==> src/rtl/commit_trace_sink.sv <==
// commit_trace_sink
//   Receiving end of the CPU commit interface in the simulation top. Each
//   retired instruction is queued in a FIFO and drained to the host over a
//   valid/ready port. Also keeps retire/cycle counters, stops on the halt
//   instruction, and flags a hung pipeline through a no-commit watchdog.
//   It never backpressures the CPU; records that do not fit are dropped
//   and counted.
//
// Ports
//   clk, rst                 clock, asynchronous active-high reset
//   commit, commit_instr,
//   commit_pc, commit_pre_pc retire strobe and payload from the CPU
//   trace_valid/ready/data   head-of-FIFO record {instr, pre_pc, pc}
//   instret                  accepted commits (dropped ones included)
//   cycles                   clocks spent in RUN
//   drop_cnt, overflow       saturating drop count, sticky drop flag
//   halted, timeout          terminal-state indicators
module commit_trace_sink #(
    parameter int          DEPTH          = 16,
    parameter int          TIMEOUT_CYCLES = 4096,
    parameter logic [31:0] HALT_INSTR     = 32'h00100073
) (
    input  logic         clk,
    input  logic         rst,
    input  logic         commit,
    input  logic [31:0]  commit_instr,
    input  logic [63:0]  commit_pc,
    input  logic [63:0]  commit_pre_pc,
    output logic         trace_valid,
    input  logic         trace_ready,
    output logic [159:0] trace_data,
    output logic [63:0]  instret,
    output logic [63:0]  cycles,
    output logic [15:0]  drop_cnt,
    output logic         overflow,
    output logic         halted,
    output logic         timeout
);

    localparam int AW = $clog2(DEPTH);
    localparam int WW = $clog2(TIMEOUT_CYCLES) + 1;
    localparam logic [WW-1:0] WD_LAST = WW'(TIMEOUT_CYCLES - 1);

    typedef enum logic [1:0] {RUN, HALT_DRAIN, DONE, TIMEOUT} stateT;

    stateT          state, stateNext;
    logic [159:0]   mem [DEPTH];
    logic [AW-1:0]  rdPtr, wrPtr;
    // One extra bit so that a full FIFO (count == DEPTH) is just the MSB.
    logic [AW:0]    count, countNext;
    logic [WW-1:0]  wdCnt;
    logic           accept, pop, push, drop, full;

    always_comb begin
        accept    = commit && (state == RUN);
        full      = count[AW];
        pop       = (count != '0) && trace_ready;
        // A pop on the same edge frees the slot the push needs.
        push      = accept && (!full || pop);
        drop      = accept && full && !pop;
        countNext = count;
        if (push && !pop)
            countNext = count + 1'b1;
        else if (pop && !push)
            countNext = count - 1'b1;

        stateNext = state;
        case (state)
            RUN: begin
                if (accept && (commit_instr == HALT_INSTR))
                    stateNext = HALT_DRAIN;
                // A commit on the expiry edge keeps the run alive.
                else if (!commit && (wdCnt == WD_LAST))
                    stateNext = TIMEOUT;
            end
            HALT_DRAIN: begin
                if (countNext == '0)
                    stateNext = DONE;
            end
            default: ;
        endcase
    end

    always_ff @(posedge clk or posedge rst) begin
        if (rst) begin
            state    <= RUN;
            rdPtr    <= '0;
            wrPtr    <= '0;
            count    <= '0;
            wdCnt    <= '0;
            instret  <= '0;
            cycles   <= '0;
            drop_cnt <= '0;
            overflow <= 1'b0;
        end else begin
            state <= stateNext;
            count <= countNext;
            if (push)
                wrPtr <= wrPtr + 1'b1;
            if (pop)
                rdPtr <= rdPtr + 1'b1;
            if (accept)
                instret <= instret + 64'd1;
            if (state == RUN) begin
                cycles <= cycles + 64'd1;
                wdCnt  <= commit ? '0 : wdCnt + 1'b1;
            end
            if (drop) begin
                overflow <= 1'b1;
                if (drop_cnt != 16'hFFFF)
                    drop_cnt <= drop_cnt + 16'd1;
            end
        end
    end

    // Payload storage needs no reset: the output is masked while empty.
    always_ff @(posedge clk) begin
        if (push)
            mem[wrPtr] <= {commit_instr, commit_pre_pc, commit_pc};
    end

    assign trace_valid = (count != '0);
    assign trace_data  = trace_valid ? mem[rdPtr] : '0;
    assign halted      = (state == DONE);
    assign timeout     = (state == TIMEOUT);

endmodule
==> config.mk <==
export PLATFORM = sky130hd
export DESIGN_NAME = commit_trace_sink
export DESIGN_NICKNAME = d
export VERILOG_FILES = /design/src/rtl/commit_trace_sink.sv
export SDC_FILE = /design/constraint.sdc
export NUM_CORES = 2
export LEC_CHECK = 0
export BUFFER_PORTS_ARGS = -buffer_cell sky130_fd_sc_hd__buf_2
export CAP_MARGIN = 15
export CORE_UTILIZATION = 60
export CTS_CLUSTER_SIZE = 25
export DETAILED_ROUTE_END_ITERATION = 8
export PLACE_DENSITY = 0.79
export SLEW_MARGIN = 20
export SYNTH_ARGS = -nofsm -noshare
export SYNTH_HDL_FRONTEND = slang
export SYNTH_SLANG_ARGS = --single-unit
export TNS_END_PERCENT = 30
==> constraint.sdc <==
create_clock -name clk -period 22.8 [get_ports clk]
set_input_delay 3.42 -clock clk [delete_from_list [all_inputs] [get_ports clk]]
set_output_delay 3.42 -clock clk [all_outputs]
set_load 0.1 [all_outputs]
==> metrics <==
initial antenna violation count 66; CTS H-tree depth 5; GRT met2 Usage roughly 46%; Critical-path top delay cell dfrtp_4; Post-synth EDFFs 2560; Die Ht 420 um; Mapped Nets between 4000 and 5000; dpl cells roughly 7200; area of the multi-input gates ~0.023 mm2; Ports around 470; post-synthesis sequential area ratio a little under 80%; setup violators final 0; Post-CTS Setup Bufs 0; share of cells above drive strength 1 around 33%; Pre-antenna DRT Iters 5; ys async rst share 6.33%; most frequent cells in the layout 2560 x edfxtp_1, 800 x mux4_2, 471 x buf_2; # rows between 150 and 200; LEAKAGE roughly 39 nW; DP Wirelength 117000 um; Syn. warnings 0; CP peak stage delay ~880 ps; clock latency on the worst-skew pair about 930 ps; hold buffer count at cts 0; mean routed wirelength per cell about 32 um; worst min path class flop to flop; Max rail drop VDD 0.000212 V; Fillers around 10000; GR Overflow Total 0; status finished clean; Routed WL ~250000 um; TNS Setup 0 ps; clock transition at the registers of the reported paths 60 ps; fin. max-slew vios 0; pin count of the biggest net entering global routing roughly 180; CTS tree built; Final min period between 10000 and 15000 ps; post-cts repair resize count 0; final antenna-violating net count 0; syn avg cell area approximately 23 um2; worst-margin pin slew approximately 1300 ps; worst path cell trace buf_4 -> buf_4 -> buf_12 -> buf_4 -> mux4_2 -> mux4_2 -> and2_1 -> buf_2; register bit total from synthesis 2733; Setup crit end kind output port; vias 50400; Most common cell on crit path buf_4; first-pass GRT wire length between 300000 and 400000 um; IO buf count between 400 and 500; Initial Utilization approximately 60%; Setup CP Type flop to output port; final hold slack around 460 ps; max_cap viols 0; Num CTS Buffers 283; Die W 420 um; CP arrival 6900 ps; Iter 0 DRT Violations around 6400; FF+latch area approximately 0.081 mm2; final hold vios 0; relative slew slack roughly 15%; skew final 58.4 ps; M3 GR Usage under 10%; GPL Wtd Cong between 0.7 and 0.8; ys flop type edfxtp_1; clock sinks around 2700; critical path startpoint category flop; synth unique cells just under 60; die area between 0.15 and 0.2 mm2; GRT Overall Usage 28.3%; Residual DRC 0; Via density 6.57; area delta synth->final 13.3%; nets between 5000 and 6000; M1 GR Usage a little under two fifths; final std cells w/o fill ~7700; Root Buffer Master clkbuf_16; PD cells between 100 and 150 mW/mm2; period utilisation layout between 40% and 50%; critical-path maximum fanout about 110; clock tree buffer depth 4; Fmax 96.9 MHz; unrepaired setup endpoints after global routing no; vias in the first global route a little over 50000; Core Area approximately 0.17 mm2; most used routing layer met2; cells after synthesis 4489; most common cell after layout, fill and taps aside edfxtp_1; Mapped Area 0.105 mm2; WP data required 19380 ps
==> per-layer routing <==
metal  routed length (um)  part of all wire [%]
met1                90600                    37
met3                22300                   9.0
met4                 9880                   4.0
met2               125000                    50
met5                  306                  0.12
==> report_power, final <==
part	total (W)	internal, W	leakage (nW)	switching [W]
registers	0.00574	0.00560	25.3	0.000139
logic	0.00587	0.00185	9.31	0.00403
clock network	0.00435	0.00251	4.17	0.00184
==> logic make-up (layout without fill, tap and decap cells) <==
family          count (synthesis)  after routing  share of synthesized area (%)
simple gates                  527            527                           2.82
mux                           802            802                           17.2
xor+xnor                      158            158                           1.32
buf+inv                       230           1049                          0.855
fa+ha+maj                      12             12                          0.143
compound gates                 27             27                          0.175
flops                        2733           2733                           77.5
other cells                     0             28                              0
==> critical path: cells and delay by family, from the launching register on <==
kind          cells  cell delay (ps)
buf+inv           5             3530
flops             1              880
mux               2             1150
simple gates      1              200
==> sequential cells by signal, summed over array words and instances, names as in the netlist <==
name      count
mem        2560
cycles       64
instret      64
drop_cnt     16
wdCnt        13
count         5
rdPtr         4
wrPtr         4
state         2
overflow      1
==> per-stage QoR <==
| stage | util (%) | instance area (um2) | setup WS, ps | power (W) |
|---|---|---|---|---|
| after detailed placement | 63.5 | 110000 | 13210 | 0.0117 |
| after global routing | 68.4 | 119000 | 11820 | 0.0164 |
| after floorplan | - | 105000 | 6710 | 0.0105 |
| after CTS | 68.4 | 119000 | 12220 | 0.0161 |
| final | 68.4 | 119000 | 12480 | 0.0160 |
| after global placement | 63.5 | 110000 | 13200 | 0.0116 |
==> cell type report <==
| cell class | instances | share of cell area, % |
|---|---|---|
| clock buffers | 352 | 6.37 |
| diodes | 28 | 0.0590 |
| inverters | 24 | 0.0800 |
| multi-input cells | 1526 | 19.2 |
| repair buffers | 556 | 2.66 |
| well taps | 2325 | 2.45 |
| clock inverters | 117 | 0.800 |
| flip-flops and latches | 2733 | 68.4 |
==> final timing paths <==
check                           cells past startpoint        from  slack (ps)        endpoint
max in group asynchronous                           3         rst       18620      cycles[43]
worst min register to register                      1  cycles[63]         460      cycles[63]
worst min-delay path                                1  cycles[63]         460      cycles[63]
min in group asynchronous                           2         rst        2700     instret[15]
worst max register to register                      6    state[1]       17640     mem[12][23]
worst max-delay path                                8    rdPtr[0]       12480  trace_data[20]
==> cell usage after synthesis (2+ instances only) <==
library cell     n  area [um2]
edfxtp_1      2560       76900
mux4_2         800       18000
dfrtp_1        173        4330
and2_1         165        1030
clkbuf_1       154         578
xnor2_1        107         937
nand2_1         86         323
nor2_1          81         304
nand3_1         53         265
xor2_1          51         447
nand4_1         43         269
buf_1           41         154
inv_1           24        90.1
and3_1          18         113
ha_1            12         150
nor4_1          12        75.1
and4_1          11        96.3
nor3_1          11        55.1
buf_2            8        40.0
nand2b_1         8        50.1
a21oi_1          7        35.0
o21ai_0          7        35.0
or3_1            6        37.5
nor2b_1          5        31.3
buf_6            3        33.8
nor3_2           3        30.0
mux2_2           2        22.5
nand4_2          2        25.0
nor2_4           2        22.5
nor4_4           2        42.5
nor4b_1          2        17.5
nor4bb_1         2        20.0
or4b_1           2        20.0
or4b_4           2        27.5
Power figures use the tool's default switching activity.
